===== config.mk =====
export PLATFORM = sky130hd
export DESIGN_NAME = amba_axi4_lite_txn_monitor
export DESIGN_NICKNAME = d
export VERILOG_FILES = /design/src/rtl/amba_axi4_lite_monitor_pkg.sv /design/src/rtl/amba_axi4_lite_stall_timer.sv /design/src/rtl/amba_axi4_lite_txn_monitor.sv
export SDC_FILE = /design/constraint.sdc
export NUM_CORES = 1
export LEC_CHECK = 0
export CORE_MARGIN = 2
export CORE_UTILIZATION = 43
export DETAILED_ROUTE_END_ITERATION = 16
export PLACE_DENSITY = 0.9
export SYNTH_ARGS = -nofsm -noshare
export SYNTH_HDL_FRONTEND = slang
export SYNTH_SLANG_ARGS = --single-unit

===== constraint.sdc =====
create_clock -name ACLK -period 2.7 [get_ports ACLK]
set_input_delay 0.54 -clock ACLK [delete_from_list [all_inputs] [get_ports ACLK]]
set_output_delay 0.54 -clock ACLK [all_outputs]
set_load 0.01 [all_outputs]

===== src/rtl/amba_axi4_lite_monitor_pkg.sv =====
// Shared constants for the AXI4-Lite transaction monitor: ERR bit positions and RESP codes.
package amba_axi4_lite_monitor_pkg;

    localparam int ERR_W = 9;

    localparam int ERR_AW_STALL  = 0;
    localparam int ERR_W_STALL   = 1;
    localparam int ERR_B_STALL   = 2;
    localparam int ERR_AR_STALL  = 3;
    localparam int ERR_R_STALL   = 4;
    localparam int ERR_ORPHAN_B  = 5;
    localparam int ERR_ORPHAN_R  = 6;
    localparam int ERR_OVERFLOW  = 7;
    localparam int ERR_STABILITY = 8;

    localparam logic [1:0] RESP_OKAY   = 2'b00;
    localparam logic [1:0] RESP_EXOKAY = 2'b01;
    localparam logic [1:0] RESP_SLVERR = 2'b10;
    localparam logic [1:0] RESP_DECERR = 2'b11;

endpackage


===== src/rtl/amba_axi4_lite_stall_timer.sv =====
// Per-channel stall timer: counts consecutive VALID && !READY cycles and emits a
// one-cycle TIMEOUT pulse on the edge where the count reaches MAXWAIT (MAXWAIT=0 disables).
module amba_axi4_lite_stall_timer #(
    parameter int MAXWAIT = 16
) (
    input  logic ACLK,
    input  logic ARESET,
    input  logic VALID,
    input  logic READY,
    output logic TIMEOUT
);

    generate
        if (MAXWAIT == 0) begin : g_off
            logic unused_inputs;
            assign unused_inputs = ^{ACLK, ARESET, VALID, READY};
            assign TIMEOUT = 1'b0;
        end else begin : g_on
            localparam int TW = $clog2(MAXWAIT + 1);
            logic [TW-1:0] count;
            logic          timeout_q;
            logic          stalled;

            assign stalled = VALID && !READY;

            // Pulse fires on the edge that makes count == MAXWAIT, so the
            // sticky error lands one edge later.
            always_ff @(posedge ACLK) begin
                if (ARESET) begin
                    count     <= '0;
                    timeout_q <= 1'b0;
                end else begin
                    timeout_q <= stalled && (count == TW'(MAXWAIT - 1));
                    if (!stalled)
                        count <= '0;
                    else if (count != TW'(MAXWAIT))
                        count <= count + TW'(1);
                end
            end

            assign TIMEOUT = timeout_q;
        end
    endgenerate

endmodule


===== src/rtl/amba_axi4_lite_txn_monitor.sv =====
// Passive AXI4-Lite protocol monitor: outstanding/completed counters, stall timers and
// sticky error flags. Optional payload stability checking via AXI4LITE_MON_STABILITY_CHECK_EN.
module amba_axi4_lite_txn_monitor
    import amba_axi4_lite_monitor_pkg::*;
#(
    parameter int ADDRESS_WIDTH   = 32,
    parameter int DATA_WIDTH      = 32,
    parameter int MAX_OUTSTANDING = 8,
    parameter int MAXWAIT         = 16,
    localparam int STRB_WIDTH     = DATA_WIDTH / 8,
    localparam int CW             = $clog2(MAX_OUTSTANDING + 1)
) (
    input  logic                     ACLK,
    input  logic                     ARESET,
    input  logic [ADDRESS_WIDTH-1:0] AWADDR,
    input  logic [2:0]               AWPROT,
    input  logic                     AWVALID,
    input  logic                     AWREADY,
    input  logic [DATA_WIDTH-1:0]    WDATA,
    input  logic [STRB_WIDTH-1:0]    WSTRB,
    input  logic                     WVALID,
    input  logic                     WREADY,
    input  logic [1:0]               BRESP,
    input  logic                     BVALID,
    input  logic                     BREADY,
    input  logic [ADDRESS_WIDTH-1:0] ARADDR,
    input  logic [2:0]               ARPROT,
    input  logic                     ARVALID,
    input  logic                     ARREADY,
    input  logic [DATA_WIDTH-1:0]    RDATA,
    input  logic [1:0]               RRESP,
    input  logic                     RVALID,
    input  logic                     RREADY,
    input  logic                     ERR_CLR,
    output logic [ERR_W-1:0]         ERR,
    output logic                     IRQ,
    output logic [CW-1:0]            WR_PENDING,
    output logic [CW-1:0]            RD_PENDING,
    output logic [31:0]              WR_DONE,
    output logic [31:0]              RD_DONE
);

    // Channel index i matches stall error bit i (AW, W, B, AR, R).
    logic [4:0] ch_valid, ch_ready, timeout;
    assign ch_valid = {RVALID, ARVALID, BVALID, WVALID, AWVALID};
    assign ch_ready = {RREADY, ARREADY, BREADY, WREADY, AWREADY};

    genvar gi;
    generate
        for (gi = 0; gi < 5; gi++) begin : g_timer
            amba_axi4_lite_stall_timer #(.MAXWAIT(MAXWAIT)) u_timer (
                .ACLK    (ACLK),
                .ARESET  (ARESET),
                .VALID   (ch_valid[gi]),
                .READY   (ch_ready[gi]),
                .TIMEOUT (timeout[gi])
            );
        end
    endgenerate

    logic [CW-1:0]    awc, wc, rdp;
    logic [CW-1:0]    awc_nxt, wc_nxt, rdp_nxt;
    logic             awc_ovf, wc_ovf, rdp_ovf;
    logic             hs_aw, hs_w, hs_b, hs_ar, hs_r;
    logic             b_legal, r_legal;
    logic             stab_err;
    logic [ERR_W-1:0] err_q, err_set;
    logic [31:0]      wr_done_q, rd_done_q;

    // Returns {overflow, next}; simultaneous inc and dec cancel out.
    function automatic logic [CW:0] cnt_step(input logic [CW-1:0] cnt,
                                             input logic inc, input logic dec);
        logic [CW-1:0] nxt;
        logic          ovf;
        nxt = cnt;
        ovf = 1'b0;
        if (inc && !dec) begin
            if (cnt == CW'(MAX_OUTSTANDING))
                ovf = 1'b1;
            else
                nxt = cnt + CW'(1);
        end else if (dec && !inc) begin
            nxt = cnt - CW'(1);
        end
        return {ovf, nxt};
    endfunction

    assign hs_aw = AWVALID && AWREADY;
    assign hs_w  = WVALID && WREADY;
    assign hs_b  = BVALID && BREADY;
    assign hs_ar = ARVALID && ARREADY;
    assign hs_r  = RVALID && RREADY;

    // Legality uses the registered counts only: a same-cycle AW/W cannot cover a B.
    assign b_legal = hs_b && (awc != '0) && (wc != '0);
    assign r_legal = hs_r && (rdp != '0);

    always_comb begin
        {awc_ovf, awc_nxt} = cnt_step(awc, hs_aw, b_legal);
        {wc_ovf,  wc_nxt}  = cnt_step(wc,  hs_w,  b_legal);
        {rdp_ovf, rdp_nxt} = cnt_step(rdp, hs_ar, r_legal);
        err_set                = '0;
        err_set[ERR_AW_STALL]  = timeout[0];
        err_set[ERR_W_STALL]   = timeout[1];
        err_set[ERR_B_STALL]   = timeout[2];
        err_set[ERR_AR_STALL]  = timeout[3];
        err_set[ERR_R_STALL]   = timeout[4];
        err_set[ERR_ORPHAN_B]  = hs_b && !b_legal;
        err_set[ERR_ORPHAN_R]  = hs_r && !r_legal;
        err_set[ERR_OVERFLOW]  = awc_ovf || wc_ovf || rdp_ovf;
        err_set[ERR_STABILITY] = stab_err;
    end

    always_ff @(posedge ACLK) begin
        if (ARESET) begin
            awc       <= '0;
            wc        <= '0;
            rdp       <= '0;
            wr_done_q <= '0;
            rd_done_q <= '0;
            err_q     <= '0;
        end else begin
            awc       <= awc_nxt;
            wc        <= wc_nxt;
            rdp       <= rdp_nxt;
            wr_done_q <= wr_done_q + 32'(b_legal);
            rd_done_q <= rd_done_q + 32'(r_legal);
            // A fresh error in the clear cycle survives the clear.
            err_q     <= (ERR_CLR ? '0 : err_q) | err_set;
        end
    end

`ifdef AXI4LITE_MON_STABILITY_CHECK_EN
    localparam int AP = ADDRESS_WIDTH + 3;
    localparam int WP = DATA_WIDTH + STRB_WIDTH;
    localparam int RP = DATA_WIDTH + 2;
    localparam int PW = (AP > WP) ? ((AP > RP) ? AP : RP) : ((WP > RP) ? WP : RP);

    logic [PW-1:0] payload [5];
    logic [PW-1:0] cap     [5];
    logic [4:0]    armed;

    assign payload[0] = PW'({AWADDR, AWPROT});
    assign payload[1] = PW'({WDATA, WSTRB});
    assign payload[2] = PW'(BRESP);
    assign payload[3] = PW'({ARADDR, ARPROT});
    assign payload[4] = PW'({RDATA, RRESP});

    always_comb begin
        stab_err = 1'b0;
        for (int i = 0; i < 5; i++)
            if (armed[i] && (!ch_valid[i] || (payload[i] != cap[i])))
                stab_err = 1'b1;
    end

    // Arm on the first stalled cycle; keep tracking the latest payload so each
    // change is reported against its predecessor.
    always_ff @(posedge ACLK) begin
        if (ARESET) begin
            armed <= '0;
            for (int i = 0; i < 5; i++)
                cap[i] <= '0;
        end else begin
            for (int i = 0; i < 5; i++) begin
                if (!armed[i]) begin
                    if (ch_valid[i] && !ch_ready[i]) begin
                        armed[i] <= 1'b1;
                        cap[i]   <= payload[i];
                    end
                end else if (!ch_valid[i] || ch_ready[i]) begin
                    armed[i] <= 1'b0;
                end else begin
                    cap[i] <= payload[i];
                end
            end
        end
    end
`else
    logic unused_payload;
    assign unused_payload = ^{AWADDR, AWPROT, WDATA, WSTRB, BRESP,
                              ARADDR, ARPROT, RDATA, RRESP};
    assign stab_err = 1'b0;
`endif

    assign ERR        = err_q;
    assign IRQ        = |err_q;
    assign WR_PENDING = (awc < wc) ? awc : wc;
    assign RD_PENDING = rdp;
    assign WR_DONE    = wr_done_q;
    assign RD_DONE    = rd_done_q;

endmodule


==> results.py <==
metrics = {
    "worst_setup_path": {
        "critPathMostFrequentCell": "sky130_fd_sc_hd__a21o_1",
        "critPathKind": "reg2out",
        "critical_path_required_ns": 2.16,
        "crit_chain": "inv_2 > ha_4 > a21o_1 > a21o_1 > a21oi_2 > buf_4 > mux2_4 > buf_6",
        "max_stage_delay_ns": 0.34,
        "timing.critical_path.slowest_stage_cell": "sky130_fd_sc_hd__dfxtp_2",
        "worst_ep_arrival_time_ns": 2.13,
        "endpoint_kind": "output pin",
        "worstSetupStartpointType": "register",
        "timing.critical_path.fanout_max": 3,
    },
    "floorplan": {
        "start_util_pct": 43.5,
        "core_area_um2": 13100,
        "dieArea_um2": 14200,
        "dieHeight_um": 119,
        "placement_rows": 42,
        "num_io_pins": 237,
        "chipWidth_um": 119,
    },
    "logic_synthesis": {
        "yosysWarningCount": 0,
        "synth-compound-area-share_pct": 8.44,
        "synthXorXnorAreaFrac_pct": 9.84,
        "synthesized_area_um2": 5700,
        "synth_adder_area_share_pct": 7.21,
        "synth_enable_flop_cells": 0,
        "synth.mux.area_fraction_pct": 2.04,
        "synthFlopType": "sky130_fd_sc_hd__dfxtp_1",
        "synthesis.instances": 664,
        "synth_top_family_by_area": "simple AND/OR/NAND/NOR gates",
        "postSynthNetCount": 850,
        "synth_largest_area_cell": "sky130_fd_sc_hd__dfxtp_1",
        "synth_simple_gate_area_share_pct": 29.2,
        "synth_seq_area_share_pct": 40.1,
        "synth-async-reset-ratio_pct": 0,
        "syn-mean-instance-area_um2": 8.58,
        "synth_seq_cells": 114,
        "yosysUniqueCellTypes": 59,
        "synth_largest_type_area_fraction_pct": 40.1,
        "yosys-top-cells-area": "sky130_fd_sc_hd__dfxtp_1 40%, sky130_fd_sc_hd__xor2_1 7.1%, sky130_fd_sc_hd__nor2_1 7.0%, sky130_fd_sc_hd__ha_1 6.2%, sky130_fd_sc_hd__a21oi_1 3.7%",
    },
    "timing": {
        "report.final.setup_viol": 0,
        "finalWorstPathRequiredPeriod_ns": 2.67,
        "timing.max_slew.rel_slack_pct": 62.0,
        "setup_ws_ns": 0.0270,
        "final.setup_skew_ns": 0.00604,
        "minimum_hold_slack_ns": 0.439,
        "fmaxAchievable_mhz": 374,
        "rsz_0062_raised_after_global_routing": "true",
        "report.final.hold_viol_count": 0,
        "timing_worst_slew_pin_value_ns": 0.566,
        "timing.final.crit_share_pct": 99.0,
        "slew_viol_final": 0,
    },
    "final_layout": {
        "layout.nets": 998,
        "final_layout_size_suffix_gt1_share_pct": 14.2,
        "stdcell_area_um2": 7750,
        "stdcell_count": 1000,
        "antenna-diode-count": 0,
        "flow.area_growth_from_synthesis_pct": 36.1,
        "finish.utilization_pct": 59.2,
    },
    "route": {
        "routedWlPerCell_um": 13.6,
        "drt-pass1-iter-count": 4,
        "drc": 0,
        "num_vias": 5295,
        "first_iter_violations": 303,
        "post_drt_via_cell_ratio": 5.30,
        "postRouteAntennaNets": 0,
        "finalWirelength_mm": 13.6,
    },
    "clock_network": {
        "cts-htree-levels": 4,
        "worst_path_clk_slew_ns": 0.05,
        "cts_max_path_buffers": 2,
        "cts_tree": "yes",
        "cts.sink_count": 114,
        "cts_root_buffer": "sky130_fd_sc_hd__clkbuf_16",
        "clk_latency_ns": 0.41,
        "numCtsBuffers": 17,
    },
    "place": {
        "dp.cells": 965,
        "detailedPlace.worstSlack_ns": -0.348,
        "place.gp.congestion": 0.869,
        "dp_hpwl_mm": 9.71,
        "io_buffer_count": 93,
        "placement.cell_area_um2": 7120,
    },
    "global_route": {
        "antenna_found_initial": 0,
        "first_global_vias": 4909,
        "grt_start_max_net_pins": 47,
        "wire_length_of_the_first_global_routing_pass_mm": 22.3,
        "track_usage_pct": 19.2,
        "global_route.overflow_total": 0,
    },
    "pwr": {
        "leakage_nw": 3.03,
        "worst_ir_drop_on_vdd_uv": 435,
        "power_density_nw_per_um2": 708,
    },
    "outcome": {
        "outcome": "finished clean",
    },
    "job": {
        "cap_violations": 0,
    },
    "min_path": {
        "min_path_type": "reg2reg",
    },
}
## timing repair
action                                  CTS  global route
buffers inserted                          2             2
cloned                                    0             0
endpoints found under the setup margin    5            10
gates resized for setup                  20            12
hold buffers                              0             0
pin swaps                                 1             8
## Yosys cell counts (16+ instances only)
cell	n
sky130_fd_sc_hd__nand3_1	42
sky130_fd_sc_hd__xor2_1	46
sky130_fd_sc_hd__nor3_1	16
sky130_fd_sc_hd__nor2_1	106
sky130_fd_sc_hd__and3_1	19
sky130_fd_sc_hd__nand4_1	22
sky130_fd_sc_hd__nand2_1	51
sky130_fd_sc_hd__xnor2_1	18
sky130_fd_sc_hd__inv_1	25
sky130_fd_sc_hd__dfxtp_1	114
sky130_fd_sc_hd__a21oi_1	42
sky130_fd_sc_hd__ha_1	28
## flip-flops by register name (all words and copies together) (netlist names)
name / cells
g_timer.u_timer.g_on.count: 25
g_timer.u_timer.TIMEOUT: 5
WR_DONE: 32
RD_PENDING: 4
awc: 4
ERR: 8
wc: 4
RD_DONE: 32
## through the flow
step           setup TNS, ns  total power, mW
3_3_place_gp           -2.69             3.22
2_1_floorplan              0             2.73
6_report                   0             5.49
5_1_grt              -0.0722             5.73
3_5_place_dp           -3.37             3.28
4_1_cts             -0.00415             5.45
## layout make-up
cell class                 count  area (um2)
tap                          176         220
clock buffer                  25         485
inverter                      25        93.8
fill                        1116        5340
sequential                   114        2290
timing repair buffer         146        1330
multi-input combinational    508        3280
clock inverter                 6        55.1
## final timing paths
kind	startpoint	endpoint	slack, ns	depth (start not counted)
worst max-delay path	wc[1]	WR_PENDING[1]	0.03	8
worst min-delay path	g_timer[4].u_timer.TIMEOUT	ERR[4]	0.44	2
worst max register to register	wc[2]	awc[1]	0.12	10
worst min register to register	g_timer[4].u_timer.TIMEOUT	ERR[4]	0.44	2
## cells by family (layout without fill, tap and decap cells)
| group | after synthesis | count (layout) |
|---|---|---|
| muxes | 11 | 11 |
| buffers and inverters | 42 | 202 |
| other | 1 | 1 |
| and+or+nand+nor | 320 | 320 |
| xor gates and xnor gates | 64 | 64 |
| AOI/OAI and AO/OA | 81 | 81 |
| DFF | 114 | 114 |
| adders and majority gates | 31 | 31 |
## layer usage
layer  routed length, um  vias to the layer above  global-route usage [%]
met3                 659                       36                    4.93
met2                6670                      148                    32.8
met1                6010                     2501                    23.1
met4                 296                        0                    7.81
met5                   0                        -                       0
li1                    -                     2610                       -
## cells in the final DEF (no fill, tap or decap), types with 5 or more instances in the layout
cell type                         synthesis  routed
sky130_fd_sc_hd__a21o_1                   9       9
sky130_fd_sc_hd__a21oi_1                 42      41
sky130_fd_sc_hd__and2_1                   7       7
sky130_fd_sc_hd__and3_1                  19      19
sky130_fd_sc_hd__buf_4                    1      52
sky130_fd_sc_hd__clkbuf_1                 8       5
sky130_fd_sc_hd__clkbuf_16                0      17
sky130_fd_sc_hd__clkdlybuf4s50_1          0      87
sky130_fd_sc_hd__clkinv_2                 0       5
sky130_fd_sc_hd__dfxtp_1                114     111
sky130_fd_sc_hd__ha_1                    28      27
sky130_fd_sc_hd__inv_1                   25      24
sky130_fd_sc_hd__mux2i_1                  6       6
sky130_fd_sc_hd__nand2_1                 51      50
sky130_fd_sc_hd__nand2b_1                 5       5
sky130_fd_sc_hd__nand3_1                 42      42
sky130_fd_sc_hd__nand4_1                 22      22
sky130_fd_sc_hd__nor2_1                 106     106
sky130_fd_sc_hd__nor2b_1                  7       6
sky130_fd_sc_hd__nor3_1                  16      16
sky130_fd_sc_hd__nor4_1                   6       6
sky130_fd_sc_hd__o21ai_0                 12      12
sky130_fd_sc_hd__or3_1                   10      10
sky130_fd_sc_hd__or4b_2                   5       5
sky130_fd_sc_hd__xnor2_1                 18      18
sky130_fd_sc_hd__xor2_1                  46      46
## power breakdown
group | internal (mW) | switching, mW | leakage, nW
logic | 0.818 | 0.754 | 1.84
clock network | 1.32 | 0.735 | 0.271
registers | 1.77 | 0.0940 | 0.922
## critical path: cells and delay by family (launching register included)
kind | cells | cell delay, ns
AOI/OAI and AO/OA | 3 | 0.53
adders and majority gates | 1 | 0.23
muxes | 1 | 0.30
buffers and inverters | 3 | 0.32
DFF | 1 | 0.34
Note: power is estimated with default switching activity, not from simulation.
==> patch 1, RTL diff (same flow settings) <==
`MAXWAIT` is set to 16 in 2 places; all go to 8.
--- a/src/rtl/amba_axi4_lite_stall_timer.sv
+++ b/src/rtl/amba_axi4_lite_stall_timer.sv
@@ -1,7 +1,7 @@
 // Per-channel stall timer: counts consecutive VALID && !READY cycles and emits a
 // one-cycle TIMEOUT pulse on the edge where the count reaches MAXWAIT (MAXWAIT=0 disables).
 module amba_axi4_lite_stall_timer #(
-    parameter int MAXWAIT = 16
+    parameter int MAXWAIT = 8
 ) (
     input  logic ACLK,
     input  logic ARESET,
--- a/src/rtl/amba_axi4_lite_txn_monitor.sv
+++ b/src/rtl/amba_axi4_lite_txn_monitor.sv
@@ -6,7 +6,7 @@
     parameter int ADDRESS_WIDTH   = 32,
     parameter int DATA_WIDTH      = 32,
     parameter int MAX_OUTSTANDING = 8,
-    parameter int MAXWAIT         = 16,
+    parameter int MAXWAIT         = 8,
     localparam int STRB_WIDTH     = DATA_WIDTH / 8,
     localparam int CW             = $clog2(MAX_OUTSTANDING + 1)
 ) (
Formal check against the unedited RTL: not equivalent (Yosys sat finds a counterexample within 10 cycles, from zero or initial values and one cycle with ARESET high).
==> patch 1 against the original RTL <==
- final cell count shrank 7.5%
- critical path depth shrank 1
- power shrank 15%
- sequential cell count shrank 5
- area after synthesis shrank 6.6%
- final area shrank 9.7%
- wire length shrank 9.5%
- critical path type unchanged
- setup slack gained 0.063 ns
- register-to-register slack gained 0.10 ns
- highest routed layer unchanged
- hold slack gained 0.0042 ns
==> patch 1: results <==
placement:
  place_inst: 908
  port_buffers: 93
  pre_cts_ws_ns: -0.1598
  placed_area_sq_um: 6690
  gp_congestion: 0.8671
  dp_hpwl_um: 9112
synth:
  avgSynthCellArea_sq_um: 8.541
  synth_mux_area_share_pct: 1.975
  synth_cell_types: 51
  synth_compound_area_share_pct: 8.512
  synth_xor_area_share_pct: 10.86
  mappedNetlistNets: 804
  yosysWarnings: 0
  synthAdderAreaFrac_pct: 6.537
  synth_area_leaders: "dfxtp_1 41%, nor2_1 6.6%, xnor2_1 6.3%"
  synth_commonest_cells: "109 x dfxtp_1, 94 x nor2_1, 49 x nand2_1"
  synth_seq_area_share_pct: 41.01
setup_path:
  cp_max_fo: 4
  arrival_ns: 2.07
  reg2reg_slack_ns: 0.22
detailed_routing:
  routed_wl_um: 12330
  vias: 4853
  route.detailed.wl_per_inst_um: 13.33
  wl_met1_um: 5702
  routed-wl-met3_um: 635
  route.met2.wl_um: 5789
  drt-pass1-iter-count: 5
  drtIter0Drc: 317
outcome:
  status: "complete, no violations"
clocking:
  clkSlewWorstSetupHoldPaths_ns: 0.07
  clockRootBuffer: "clkbuf_16"
  clkLatencyLatePin_ns: 0.35
  htreeDepth: 3
  cts_buffers: 9
global_routing:
  grt_pass1_wl_um: 21090
  grt_use_total_pct: 19.59
  grt_max_degree: 44
  met2_usage_pct: 32.43
  grt_pass1_vias: 4657
  use_met3_pct: 3.690
worst_hold_path:
  hp-class: "reg -> reg"
timing:
  whs_ns: 0.4432
  fin_worst_skew_ns: 0.007729
  timing.final.ws_setup_ns: 0.08963
  slew_headroom_pct: 51.84
power_and_ir_drop:
  cellLeakagePower_uw: 0.002547
final_layout:
  drive_gt1_share_pct: 11.23
  fin_nets: 933
patch 1: changes by cell type after synthesis, sizes merged, moves of 6 or more:
| cell | change |
|---|---|
| xor2 | -18 |
| and3 | -13 |
| nand4 | -6 |
| xnor2 | +20 |
| nor4 | +8 |
| nor2 | -12 |
| a21oi | -8 |
| and4 | +6 |
patch 1: path summary, 6_finish.rpt:
| path | startpoint | to | cells past startpoint |
|---|---|---|---|
| setup / recovery | awc[1] | WR_PENDING[1] | 7 |
| hold / removal | g_timer[4].u_timer.TIMEOUT | ERR[4] | 2 |
| setup reg to reg | wc[1] | wc[3] | 11 |
| hold reg to reg | g_timer[4].u_timer.TIMEOUT | ERR[4] | 2 |
patch 1: layout make-up:
| type | instances | area [sq um] |
|---|---|---|
| timing repair buffer | 134 | 1226 |
| inverter | 20 | 75.07 |
| multi-input combinational | 478 | 3018 |
| clock inverter | 4 | 30.03 |
| sequential | 109 | 2185 |
| tap | 168 | 210.2 |
| fill | 1026 | 5061 |
| clock buffer | 12 | 256.5 |
patch 1: cells by family (layout without fill, tap and decap cells):
group | after synthesis | after routing
fa+ha+maj | 26 | 26
buf+inv | 36 | 170
mux | 10 | 10
flops | 109 | 109
simple gates | 300 | 300
compound gates | 75 | 75
other cells | 1 | 1
xor+xnor | 66 | 66
patch 1: power breakdown:
group	leakage [uW]	internal, uW	total [uW]	switching (uW)
clock network	0.000139	681	1280	603
logic	0.00153	790	1560	765
registers	0.000881	1710	1830	126
patch 1: what timing repair did:
item / CTS / global route
endpoints found under the setup margin: 3 / 7
pin swaps: 1 / 1
gates resized for setup: 10 / 8
setup buffers: 1 / 0
cloned: 0 / 0
==> patch 2, RTL diff (same flow settings) <==
Made on the original files. Register the output `ERR` once more, without a reset; this adds one clock of latency there. The other outputs are not delayed to match.
--- a/src/rtl/amba_axi4_lite_txn_monitor.sv
+++ b/src/rtl/amba_axi4_lite_txn_monitor.sv
@@ -182,7 +182,9 @@
     assign stab_err = 1'b0;
 `endif
 
-    assign ERR        = err_q;
+    always_ff @(posedge ACLK) begin
+        ERR <= err_q;
+    end
     assign IRQ        = |err_q;
     assign WR_PENDING = (awc < wc) ? awc : wc;
     assign RD_PENDING = rdp;
Function: changed (a bounded check fails within 4 cycles, from zero or initial values and one cycle with ARESET high).
==> patch 2 against the original RTL <==
- wire length is 2.0% lower
- setup slack improved by 0.091 ns
- area after synthesis increased by 1.4%
- power grew 13%
- clock skew up 0.0030 ns
- final area grew 1.3%
- non-clock buffer count is 10 lower
- sequential share of layout area up 1.6 points
- sequential cell count rose by 8
- largest power group unchanged
==> patch 2: results <==
synth:
  synth_mux_area_share_pct: 1.452
  synthAdderAreaFrac_pct: 7.107
  synth_compound_area_share_pct: 6.371
  synth_xor_area_share_pct: 11.53
  synth_area_leaders: "dfxtp_1 42%, xor2_1 8.9%, nor2_1 7.2%"
  synth_commonest_cells: "122 x dfxtp_1, 111 x nor2_1, 59 x xor2_1"
  synth_cell_types: 55
  synth_cells: 646
  synth.top_cell.area_share_pct: 42.30
power_and_ir_drop:
  irDropWorstVdd_v: 0.0004974
detailed_routing:
  vias: 5019
  via_per_inst: 5.153
  drt-pass1-iter-count: 5
  drtIter0Drc: 327
worst_hold_path:
  holdPathStages: 0
  whs_endpoint: "ERR[3]"
timing:
  whs_ns: 0.3735
  fin_worst_skew_ns: 0.009032
setup_path:
  arrival_ns: 2.04
  rr_worst_depth: 9
  r2r_start: "RD_PENDING[1]"
  reg2reg_slack_ns: 0.18
  regToRegEndpoint: "RD_PENDING[3]"
clocking:
  cts_resized: 10
global_routing:
  grt_max_degree: 39
placement:
  place_inst: 942
  dp_hpwl_um: 9385
  placed_area_sq_um: 7162
  gp_congestion: 0.8173
outcome:
  status: "complete, no violations"
-- patch 2: cell count changes in the layout (fill, tap and decap cells not counted), moves of 5 or more --
cell,delta
inv_1,+5
a21oi_1,-14
o21ai_0,-7
dfxtp_1,+10
buf_4,-9
clkbuf_1,-5
xor2_1,+13
nor2_1,+5
nand2_1,-8
-- patch 2: worst max path at each step --
| stage | from | to | slack, ns | cells after the start |
|---|---|---|---|---|
| final | wc[1] | WR_PENDING[2] | 0.12 | 7 |
| after global routing | RD_PENDING[1] | RD_PENDING[3] | 0.03 | 9 |
| after CTS | wc[1] | WR_PENDING[2] | -0.04 | 7 |
| after global placement | BREADY | WR_DONE[26] | -0.19 | 11 |
| after detailed placement | BVALID | WR_DONE[16] | -0.20 | 11 |
| after floorplan | BREADY | wc[3] | 0.25 | 10 |
-- patch 2: metal layers --
layer / up-vias / GRT usage [%] / routed length (um)
li1: 2516 / - / -
met5: - / 0 / 0
met4: 0 / 7.941 / 210
met2: 149 / 32.50 / 6530
met1: 2326 / 23.78 / 5966
met3: 28 / 4.990 / 645
-- patch 2: layout make-up --
cell class	count	area, sq um
clock buffer	21	480.5
tap	176	220.2
multi-input combinational	479	3169
sequential	122	2444
fill	1075	5341
inverter	29	108.9
timing repair buffer	136	1236
clock inverter	11	190.2
-- patch 2: critical path: stages (launching register included) --
cell,delay (ns)
dfxtp_2,0.32
inv_1,0.04
ha_1,0.26
a21o_1,0.16
a21o_1,0.18
a21oi_4,0.22
mux2_4,0.32
buf_2,0.14
-- patch 2: report_power, final --
part           total, uW  switching, uW  internal (uW)
Clock               2520            788           1730
Combinational       1670            851            824
Sequential          2000           91.6           1910
Total               6190           1730           4460
